File: config.mk
export PLATFORM = sky130hd
export DESIGN_NAME = spu_fetch_issue_buffer
export DESIGN_NICKNAME = d
export VERILOG_FILES = /design/src/rtl/spu_fetch_issue_buffer.sv
export SDC_FILE = /design/constraint.sdc
export NUM_CORES = 1
export LEC_CHECK = 0
export BUFFER_PORTS_ARGS = -buffer_cell sky130_fd_sc_hd__buf_2
export CAP_MARGIN = 20
export CELL_PAD_IN_SITES_DETAIL_PLACEMENT = 1
export CELL_PAD_IN_SITES_GLOBAL_PLACEMENT = 1
export CORE_ASPECT_RATIO = 0.9
export CORE_MARGIN = 3
export CORE_UTILIZATION = 37
export CTS_BUF_LIST = sky130_fd_sc_hd__clkbuf_8
export DETAILED_ROUTE_END_ITERATION = 12
export HOLD_SLACK_MARGIN = 0.1
export PLACE_DENSITY = 0.77
export SLEW_MARGIN = 15
export SYNTH_ARGS = -nofsm -noshare
export SYNTH_HDL_FRONTEND = slang
export SYNTH_SLANG_ARGS = --single-unit
File: constraint.sdc
create_clock -name clock -period 7.1 [get_ports clock]
set_clock_uncertainty 0.2 [all_clocks]
set_input_delay 1.42 -clock clock [delete_from_list [all_inputs] [get_ports clock]]
set_output_delay 1.42 -clock clock [all_outputs]
set_load 0.02 [all_outputs]
File: src/rtl/spu_fetch_issue_buffer.sv
// spu_fetch_issue_buffer
// Fetch and pair-buffer stage of the dual-issue SPU-lite pipeline. Holds the
// program counter, requests aligned 64-bit instruction pairs from the local
// store and queues them in a registered FIFO for decode. Handles branch
// redirect (including odd-word targets), flush and the stop instruction.
module spu_fetch_issue_buffer #(
  parameter int DEPTH  = 4,
  parameter int ADDR_W = 15
) (
  input  logic              clock,
  input  logic              reset,
  output logic              imem_req,
  output logic [ADDR_W-1:0] imem_addr,
  input  logic [63:0]       imem_rdata,
  input  logic              stall,
  input  logic              branch_taken,
  input  logic [ADDR_W-1:0] branch_target,
  input  logic              flush,
  output logic              inst_valid,
  output logic [31:0]       first_inst,
  output logic [31:0]       second_inst,
  output logic [ADDR_W-1:0] inst_pc,
  output logic              halted
);

  localparam int PTR_W = $clog2(DEPTH);
  localparam logic [PTR_W+1:0] DEPTH_V = (PTR_W+2)'(DEPTH);
  localparam logic [31:0] NOP_INST = 32'h4020_0000;

  localparam logic [0:0] ST_FETCH  = 1'b0;
  localparam logic [0:0] ST_HALTED = 1'b1;

  logic [0:0]        state;
  logic              active;
  logic [ADDR_W-1:0] pc;
  logic              next_odd;
  logic              req_q;
  logic [ADDR_W-1:0] req_pc_q;
  logic              req_odd_q;

  logic [PTR_W:0]    count;
  logic [PTR_W-1:0]  wr_ptr;
  logic [PTR_W-1:0]  rd_ptr;
  logic [ADDR_W-1:0] mem_pc     [DEPTH];
  logic [31:0]       mem_first  [DEPTH];
  logic [31:0]       mem_second [DEPTH];

  logic [PTR_W+1:0]  fill;
  logic              redirect;
  logic              head_stop;
  logic              pop;
  logic              stop_pop;
  logic              push;
  logic              clear;
  logic [31:0]       head_first;
  logic [31:0]       head_second;

  // Request gating, queue handshakes and head-of-queue decoding.
  always_comb begin
    fill        = {1'b0, count} + {{(PTR_W+1){1'b0}}, req_q};
    redirect    = branch_taken | flush;
    head_first  = mem_first[rd_ptr];
    head_second = mem_second[rd_ptr];
    head_stop   = (head_first[31:21] == 11'd0) || (head_second[31:21] == 11'd0);
    inst_valid  = (count != '0) && (state == ST_FETCH);
    pop         = inst_valid && !stall;
    stop_pop    = pop && head_stop;
    clear       = redirect || stop_pop;
    imem_req    = active && (state == ST_FETCH) && (fill < DEPTH_V) && !clear;
    push        = req_q && !clear;
    imem_addr   = imem_req ? pc : '0;
    first_inst  = inst_valid ? head_first : '0;
    second_inst = inst_valid ? head_second : '0;
    inst_pc     = inst_valid ? mem_pc[rd_ptr] : '0;
    halted      = (state == ST_HALTED);
  end

  // Fetch control: state, program counter, odd-target tag and in-flight tracking.
  always_ff @(posedge clock or negedge reset) begin
    if (!reset) begin
      state     <= ST_FETCH;
      active    <= 1'b0;
      pc        <= '0;
      next_odd  <= 1'b0;
      req_q     <= 1'b0;
      req_pc_q  <= '0;
      req_odd_q <= 1'b0;
    end else begin
      active    <= 1'b1;
      req_q     <= imem_req;
      req_pc_q  <= pc;
      req_odd_q <= next_odd;
      if (branch_taken) begin
        state    <= ST_FETCH;
        pc       <= {branch_target[ADDR_W-1:3], 3'b000};
        next_odd <= branch_target[2];
      end else begin
        if (flush || stop_pop) begin
          state <= ST_HALTED;
        end
        if (imem_req) begin
          pc       <= pc + ADDR_W'(8);
          next_odd <= 1'b0;
        end
      end
    end
  end

  // Queue pointers and occupancy; redirect, flush or stop empties the queue.
  always_ff @(posedge clock or negedge reset) begin
    if (!reset) begin
      count  <= '0;
      wr_ptr <= '0;
      rd_ptr <= '0;
    end else if (clear) begin
      count  <= '0;
      wr_ptr <= '0;
      rd_ptr <= '0;
    end else begin
      if (push) begin
        wr_ptr <= wr_ptr + PTR_W'(1);
      end
      if (pop) begin
        rd_ptr <= rd_ptr + PTR_W'(1);
      end
      if (push && !pop) begin
        count <= count + (PTR_W+1)'(1);
      end else if (!push && pop) begin
        count <= count - (PTR_W+1)'(1);
      end
    end
  end

  // Queue storage; an odd-tagged pair carries a nop in its even slot.
  always_ff @(posedge clock) begin
    if (push) begin
      mem_pc[wr_ptr]     <= req_pc_q;
      mem_first[wr_ptr]  <= req_odd_q ? NOP_INST : imem_rdata[63:32];
      mem_second[wr_ptr] <= imem_rdata[31:0];
    end
  end

endmodule

==> results of run 1 <==
-- stage by stage --
stage / setup TNS (ps) / power (mW)
2_1_floorplan: -304510 / 2.41
3_3_place_gp: 0 / 2.49
3_5_place_dp: 0 / 2.51
4_1_cts: 0 / 4.10
5_1_grt: 0 / 4.21
6_report: 0 / 4.04
-- worst paths after layout --
check | end | slack, ps | cells past startpoint
min in group asynchronous | req_pc_q[13]$_DFF_PN0_ | 750 | 1
worst max register to register | count[2]$_DFFE_PN0P_ | 2030 | 10
worst min-delay path | req_odd_q$_DFF_PN0_ | 180 | 0
worst max-delay path | imem_addr[7] | 1280 | 5
worst min register to register | req_odd_q$_DFF_PN0_ | 180 | 0
max in group asynchronous | rd_ptr[0]$_DFFE_PN0P_ | 5300 | 1
-- layout make-up --
type | count | area, um2 | area share, %
sequential | 340 | 10000 | 62.3
inverter | 13 | 48.8 | 0.303
tap | 476 | 596 | 3.70
timing repair buffer | 185 | 996 | 6.18
clock inverter | 36 | 224 | 1.39
clock buffer | 57 | 785 | 4.87
multi-input combinational | 334 | 3420 | 21.3
antenna | 1 | 2.50 | 0.0155
-- layer usage --
metal / global-route usage (%) / vias up / part of all wire, % / routed length, um
li1: - / 3225 / - / -
met2: 27.9 / 231 / 50 / 15900
met1: 20.3 / 3773 / 41 / 12900
met4: 4.35 / 4 / 2.0 / 618
met5: 0 / - / 0.086 / 27
met3: 3.96 / 50 / 6.5 / 2060
-- report_power, final --
group          internal (mW)  switching, mW
sequential              2.21         0.0408
combinational         0.0896          0.116
clock                  0.843          0.735
total                   3.14          0.892
-- Yosys cell counts (8+ instances only) --
| library cell | instances |
|---|---|
| buf_2 | 8 |
| and3_1 | 9 |
| mux4_2 | 76 |
| nor2b_1 | 33 |
| o211ai_1 | 17 |
| nor3_1 | 14 |
| inv_1 | 13 |
| edfxtp_1 | 304 |
| clkbuf_1 | 22 |
| nor2_1 | 13 |
| and2_1 | 79 |
| dfrtp_1 | 36 |
| nand2b_1 | 12 |
| nand2_1 | 18 |
-- cell families after synthesis --
logic type / Yosys count / share of synthesized area (%)
AND/OR/NAND/NOR: 202 / 8.83
other: 2 / 0.0550
AO/OA/AOI/OAI: 36 / 2.24
adder cells (fa/ha/maj): 6 / 0.604
flip-flops: 340 / 73.4
multiplexers: 78 / 12.7
XOR/XNOR: 5 / 0.320
buffers and inverters: 56 / 1.89
-- critical path, delay by kind of cell (launching register included) --
family | cells | cell delay [ps]
mux | 1 | 630
compound gates | 1 | 750
buf+inv | 1 | 160
simple gates | 2 | 940
flops | 1 | 1070
-- state kept, by name (all words and copies together) (netlist names) --
name,cells
active,1
count,3
halted,1
mem_first,128
mem_pc,48
mem_second,128
next_odd,1
pc,12
rd_ptr,2
req_odd_q,1
req_pc_q,12
req_q,1
wr_ptr,2
==> flow_metrics.py, run 1 <==
metrics = {
    "cells_and_area": {
        "layout_commonest_cell": "edfxtp_1",
        "nets": 1017,
        "syn_to_final_growth_pct": 17.9,
        "drive_above_1_share_pct": 35.6,
        "final_cells": 1442,
        "final_area_um2": 16100,
        "mostFrequentLayoutCells": "edfxtp_1, buf_2, and2_1",
        "finalCoreUtilization_pct": 44.4,
        "n_fill_cell": 3580,
    },
    "clocking": {
        "cts_resized": 0,
        "cts_buffer_depth": 3,
        "cts_root_buffer": "clkbuf_8",
        "post-cts-setup-buffer-count": 0,
        "clock_latency_ps": 590,
        "cts_inserted_buffers": 53,
        "clkTransAtPathRegs_ps": 70,
        "cts-hold-fix-buffers": 0,
        "cts_tree": "done",
        "clock-sinks": 340,
        "htreeDepth": 2,
    },
    "synth": {
        "yosysWarnings": 0,
        "synth-seq-cells": 340,
        "synth_area_leaders": "edfxtp_1, mux4_2, dfrtp_1",
        "yosys_most_used_dff": "edfxtp_1",
        "synth_top_cell_area_share_pct": 66.8,
        "netlist-cell-type-count": 44,
        "synth_area_um2": 13700,
        "ys_seq_area_share_pct": 73.4,
        "syn_inst": 725,
        "synth_area_leader_cell": "edfxtp_1",
        "syn_avg_cell_area_um2": 18.8,
        "synth-async-reset-ratio_pct": 10.6,
        "synth-edff-count": 304,
    },
    "sta": {
        "slew_viol_final": 0,
        "relSlewSlack_pct": 32.5,
        "fin_ws_ps": 1280,
        "hold_viol": 0,
        "rsz0062_at_grt": "false",
        "holdWs_ps": 180,
        "worst_pin_slew_ps": 1010,
        "setup_violations": 0,
        "clock.fmax_ghz": 0.172,
        "period_share_pct": 82.0,
        "period_minus_slack_ps": 5820,
    },
    "placement": {
        "hpwl_um": 19200,
        "routabilityCongestion": 0.724,
        "dp.cells": 1348,
        "place_area_um2": 15100,
        "io_buffers": 172,
        "dp_slack_ps": 1810,
    },
    "drt": {
        "vias": 7283,
        "wl_per_cell_um": 21.8,
        "first_iter_violations": 465,
        "drt-total-wl_um": 31500,
        "drc": 0,
        "viasPerCell": 5.05,
        "firstDrtPassIters": 4,
        "ant_nets": 0,
    },
    "grt": {
        "grt_start_max_net_pins": 69,
        "grt_pass1_vias": 8196,
        "grt.overflow.total": 0,
        "antenna_found_initial": 4,
        "grt_pass1_wl_um": 48600,
        "grt_use_total_pct": 16.1,
    },
    "floorplanning": {
        "num_rows": 66,
        "die-width_um": 209,
        "die_h_um": 188,
        "initial_core_util_pct": 37.7,
        "die_area_um2": 39300,
        "ios": 181,
        "core-area_um2": 36300,
    },
    "power_and_ir_drop": {
        "ir_drop_uv": 163,
        "power.density_nw_per_um2": 251,
        "total_leakage_power_nw": 5.74,
    },
    "critical_path": {
        "crit_start": "rd_ptr[0]$_DFFE_PN0P_",
        "cp_slowest_cell": "dfrtp_4",
        "worstSetupEndpointType": "primary output",
        "critical_path.cell_chain": "mux4_2 -> or4_4 -> o41a_1 -> and3_1 -> buf_2",
        "crit_path_max_incr_delay_ps": 1070,
        "crit_path_start_kind": "flop",
        "rr_startpoint": "rd_ptr[0]$_DFFE_PN0P_",
        "worstPathArrival_ps": 4200,
        "crit_type": "reg2out",
        "crit_fanout": 47,
        "required_ps": 5480,
    },
    "worst_hold_path": {
        "min-delay-start": "next_odd$_DFFE_PN0N_",
        "hold_path.class": "reg2reg",
    },
    "job": {
        "cap_violations": 0,
    },
    "status": {
        "outcome": "complete, no violations",
    },
}
No activity file was read; power rests on OpenSTA's default activity.
==> inputs of run 2 (changes only) <==
- PLACE_DENSITY: 0.77 -> 0.75
- clock period: 7.1 -> 5.6 ns (I/O delays scaled with it)
==> run 2 against run 1 <==
Sequential power increased by 27%. Worst setup slack worse by 930 ps. Final cell count up 0.14%. Combinational power up 31%. Highest routed layer unchanged. Critical path type unchanged. Utilization about the same. Sequential share of layout area is essentially flat. Count of clock-buffer cells in the layout shrank 4.
==> flow_metrics.py, run 2 (same netlist as run 1, synthesis figures left out) <==
metrics = {
    "status": {
        "outcome": "complete, no violations",
    },
    "sta": {
        "setup_violations": 0,
        "worst_pin_slew_ps": 964,
        "clock.fmax_ghz": 0.190,
        "relSlewSlack_pct": 35.7,
        "rsz0062_at_grt": "false",
        "hold_viol": 0,
        "slew_viol_final": 0,
        "holdWs_ps": 169,
        "finalSetupTns_ps": 0,
        "period_share_pct": 93.8,
        "fin_ws_ps": 346,
        "period_minus_slack_ps": 5250,
    },
    "cells_and_area": {
        "drive_above_1_share_pct": 35.5,
        "diodes": 0,
        "final_cells": 1444,
        "layout_commonest_cell": "edfxtp_1",
        "n_fill_cell": 3551,
        "syn_to_final_growth_pct": 17.9,
        "nets": 1022,
        "largestRegisters": "mem_first (128), mem_second (128), mem_pc (48)",
        "mostFrequentLayoutCells": "edfxtp_1, buf_2, and2_1",
    },
    "worst_hold_path": {
        "hold_path.class": "reg2reg",
    },
    "floorplanning": {
        "die_h_um": 188,
        "initial_core_util_pct": 37.7,
        "num_rows": 66,
        "ios": 181,
        "die_area_um2": 39300,
        "die-width_um": 209,
        "core-area_um2": 36300,
    },
    "critical_path": {
        "crit_path_start_kind": "flop",
        "crit_cells": 6,
        "ff2ff_setup_slack_ps": 970,
        "worstPathArrival_ps": 3930,
        "required_ps": 4280,
        "cp_slowest_cell": "dfrtp_4",
        "r2r_end": "count[2]$_DFFE_PN0P_",
        "crit_path_max_incr_delay_ps": 800,
        "critical_path.top_delay_family": "simple AND/OR/NAND/NOR gates",
        "crit_type": "reg2out",
        "critical_path.cell_chain": "buf_4 -> mux4_2 -> or4_4 -> o41a_1 -> and3_1 -> buf_2",
        "crit_start": "rd_ptr[0]$_DFFE_PN0P_",
        "timing.critical_path.to": "imem_addr[6]",
        "crit_buf_inv": 2,
        "r2r_cells": 11,
        "rr_startpoint": "rd_ptr[0]$_DFFE_PN0P_",
        "worstSetupEndpointType": "primary output",
        "crit_fanout": 29,
    },
    "clocking": {
        "htreeDepth": 2,
        "cts_tree": "done",
        "cts_root_buffer": "clkbuf_8",
        "clock-sinks": 340,
        "clock_latency_ps": 590,
        "cts_inserted_buffers": 53,
        "cts_resized": 0,
        "cts-hold-fix-buffers": 0,
        "clkTransAtPathRegs_ps": 60,
        "post-cts-setup-buffer-count": 0,
        "cts_buffer_depth": 3,
    },
    "power_and_ir_drop": {
        "total_leakage_power_nw": 5.77,
        "power_mw": 5.00,
        "power.density_nw_per_um2": 310,
        "switching_share_pct": 22.2,
        "p_comb_share_pct": 5.4,
        "ir_drop_uv": 215,
        "power.internal_mw": 3.89,
        "p_seq_share_pct": 57.0,
        "p_switching_mw": 1.11,
        "power_frac_clock_pct": 37.6,
    },
    "placement": {
        "hpwl_um": 19100,
        "dp.cells": 1353,
        "dp_slack_ps": 897,
        "routabilityCongestion": 0.716,
        "io_buffers": 172,
    },
    "grt": {
        "grt.overflow.total": 0,
        "antenna_found_initial": 3,
        "grt_pass1_vias": 8222,
        "grt_pass1_wl_um": 48800,
        "grt_use_total_pct": 16.1,
        "grt_start_max_net_pins": 45,
    },
    "drt": {
        "drt-total-wl_um": 31400,
        "ant_nets": 0,
        "viasPerCell": 5.06,
        "vias": 7311,
        "first_iter_violations": 417,
        "drc": 0,
        "wl_per_cell_um": 21.7,
        "firstDrtPassIters": 4,
    },
    "job": {
        "cap_violations": 0,
    },
}
[run 2: cell types whose count changed in the layout (fill, tap and decap cells not counted)]
cell,change
bufinv_16,-1
clkinv_1,-4
buf_4,+2
diode_2,-1
buf_12,+3
inv_1,+7
clkinv_2,+2
clkbuf_8,-4
clkinvlp_4,-2
[run 2: worst min-delay path by stage]
stage               cells after the start  slack (ps)                 start                   to
global route                            0         190  next_odd$_DFFE_PN0N_  req_odd_q$_DFF_PN0_
CTS                                     0         170  next_odd$_DFFE_PN0N_  req_odd_q$_DFF_PN0_
floorplan                               0         150  next_odd$_DFFE_PN0N_  req_odd_q$_DFF_PN0_
finish                                  0         170  next_odd$_DFFE_PN0N_  req_odd_q$_DFF_PN0_
detailed placement                      0         160  next_odd$_DFFE_PN0N_  req_odd_q$_DFF_PN0_
global placement                        0         150  next_odd$_DFFE_PN0N_  req_odd_q$_DFF_PN0_
[run 2: cell type report]
cell class	count	area [um2]	share of cell area, %
Clock buffer	53	729	4.53
Clock inverter	38	200	1.24
Tap cell	476	596	3.70
Sequential cell	340	10000	62.3
Multi-Input combinational cell	334	3420	21.3
Inverter	13	48.8	0.303
Timing Repair Buffer	190	1070	6.65
[run 2: power by group through the flow]
stage               Combinational [mW]  Sequential [mW]  Clock [mW]
finish                           0.270             2.85        1.88
global route                     0.300             2.86        2.07
CTS                              0.277             2.85        1.95
detailed placement               0.276             2.90           0
global placement                 0.266             2.90           0
floorplan                        0.181             2.88           0
[run 2: through the flow]
| stage | area, um2 | utilization, % |
|---|---|---|
| 2_1_floorplan | 13700 | - |
| 3_3_place_gp | 15200 | 41.9 |
| 3_5_place_dp | 15200 | 41.9 |
| 4_1_cts | 16100 | 44.4 |
| 5_1_grt | 16100 | 44.4 |
| 6_report | 16100 | 44.4 |
[run 2: metal layers]
metal,track usage [%],vias up,share of wire [%],routed length (um)
met4,4.58,6,2.3,723
met5,0,-,0.096,30
li1,-,3241,-,-
met2,27.8,194,50,15800
met3,3.71,63,5.4,1710
met1,20.7,3807,42,13100
==> inputs of run 3 (changes only) <==
- CELL_PAD_IN_SITES_DETAIL_PLACEMENT: 1 -> 0
- CELL_PAD_IN_SITES_GLOBAL_PLACEMENT: 1 -> 2
- PLACE_DENSITY: 0.75 -> 0.82
==> run 3 against run 2 <==
Design area rose by 0.96%. Flip-flop and latch count did not move. Critical path depth fell by 1. Routed wire length fell by 6.1%. Count of clock-buffer cells in the layout rose by 5. Worst setup slack improved by 55 ps. Via count rose by 0.21%. Clock power rose by 12%. First-iteration DRC count rose by 14%. Critical path type unchanged. Critical endpoint is now imem_addr[9]. Largest power group unchanged. Highest routed layer unchanged.
==> flow_metrics.py, run 3 (same netlist as run 1, synthesis figures left out) <==
metrics = {
    "drt": {
        "first_iter_violations": 474,
        "drt-total-wl_um": 29500,
        "firstDrtPassIters": 5,
        "viasPerCell": 5.06,
        "wl_per_cell_um": 20.4,
        "drc": 0,
        "vias": 7326,
        "ant_nets": 0,
    },
    "cells_and_area": {
        "final_cells": 1448,
        "nets": 1023,
        "final_area_um2": 16300,
        "largestRegisters": "mem_first (128), mem_second (128), mem_pc (48)",
        "finalCoreUtilization_pct": 44.9,
        "layout_commonest_cell": "edfxtp_1",
        "mostFrequentLayoutCells": "edfxtp_1, buf_2, and2_1",
        "n_fill_cell": 3147,
        "drive_above_1_share_pct": 36.7,
        "diodes": 0,
        "syn_to_final_growth_pct": 19.0,
    },
    "sta": {
        "setup_violations": 0,
        "hold_viol": 0,
        "period_minus_slack_ps": 5200,
        "clock.fmax_ghz": 0.192,
        "worst_pin_slew_ps": 883,
        "finalSetupTns_ps": 0,
        "relSlewSlack_pct": 41.2,
        "rsz0062_at_grt": "false",
        "period_share_pct": 92.8,
        "slew_viol_final": 0,
    },
    "worst_hold_path": {
        "hold_path.class": "reg2reg",
    },
    "clocking": {
        "cts_tree": "done",
        "clkTransAtPathRegs_ps": 70,
        "htreeDepth": 2,
        "cts_buffer_depth": 3,
        "clock_latency_ps": 580,
        "post-cts-setup-buffer-count": 0,
        "cts_inserted_buffers": 55,
        "cts_resized": 0,
        "clock-sinks": 340,
        "cts_root_buffer": "clkbuf_8",
        "cts-hold-fix-buffers": 0,
    },
    "placement": {
        "hpwl_um": 17700,
        "routabilityCongestion": 0.696,
        "io_buffers": 172,
        "place_area_um2": 15200,
        "dp.cells": 1352,
    },
    "grt": {
        "grt_pass1_vias": 7650,
        "grt_pass1_wl_um": 45000,
        "grt.overflow.total": 0,
        "grt_start_max_net_pins": 50,
        "antenna_found_initial": 4,
        "grt_use_total_pct": 14.9,
    },
    "critical_path": {
        "required_ps": 4280,
        "cp_slowest_cell": "dfrtp_4",
        "crit_path_max_incr_delay_ps": 840,
        "crit_buf_inv": 1,
        "crit_fanout": 31,
        "worstSetupEndpointType": "primary output",
        "critical_path.cell_chain": "mux4_2 -> or4_4 -> o41a_1 -> and3_1 -> buf_2",
        "critical_path.top_delay_family": "simple AND/OR/NAND/NOR gates",
        "crit_type": "reg2out",
        "worstPathArrival_ps": 3880,
        "crit_path_start_kind": "flop",
    },
    "floorplanning": {
        "ios": 181,
        "initial_core_util_pct": 37.7,
        "die_h_um": 188,
        "die-width_um": 209,
        "die_area_um2": 39300,
        "num_rows": 66,
        "core-area_um2": 36300,
    },
    "power_and_ir_drop": {
        "power.density_nw_per_um2": 321,
        "total_leakage_power_nw": 5.82,
        "ir_drop_uv": 209,
    },
    "job": {
        "cap_violations": 0,
    },
    "status": {
        "outcome": "complete, no violations",
    },
}
-- run 3: cell types whose count changed in the layout (fill, tap and decap cells not counted), sizes merged --
cell / delta
buf: -1
bufinv: +3
clkbuf: +5
clkinvlp: +3
inv: -6
-- run 3: final timing paths --
check                                 startpoint                    end  slack [ps]  depth (start not counted)
setup reg to reg           rd_ptr[0]$_DFFE_PN0P_   count[2]$_DFFE_PN0P_        1200                         11
min in group asynchronous                  reset      pc[9]$_DFFE_PN0N_         440                          1
hold / removal              next_odd$_DFFE_PN0N_    req_odd_q$_DFF_PN0_         170                          0
hold reg to reg             next_odd$_DFFE_PN0N_    req_odd_q$_DFF_PN0_         170                          0
max in group asynchronous                  reset  rd_ptr[1]$_DFFE_PN0P_        4100                          1
setup / recovery           rd_ptr[0]$_DFFE_PN0P_           imem_addr[9]         400                          5
-- run 3: layer usage --
metal	up-vias	global-route usage, %	wire length, um
met5	-	0	28
li1	3245	-	-
met4	6	3.81	515
met1	3801	20.9	13100
met3	53	3.63	1910
met2	221	23.5	14000
-- run 3: report_power, final --
part	internal, mW	switching, mW
Combinational	0.115	0.151
Sequential	2.81	0.0450
Clock	1.18	0.925
-- run 3: final cells by class --
class,count,area [um2],share of cell area [%]
Clock buffer,58,798,4.91
Sequential cell,340,10000,61.7
Timing Repair Buffer,189,1060,6.54
Inverter,13,48.8,0.300
Clock inverter,38,294,1.81
Multi-Input combinational cell,334,3420,21.1
Tap cell,476,596,3.66
-- run 3: per-stage QoR --
stage	total power, mW	hold slack, ps	setup slack [ps]
finish	5.23	174	401
global route	5.45	187	118
CTS	5.31	172	272
detailed placement	3.18	165	976
global placement	3.17	160	985
floorplan	3.06	148	-2200
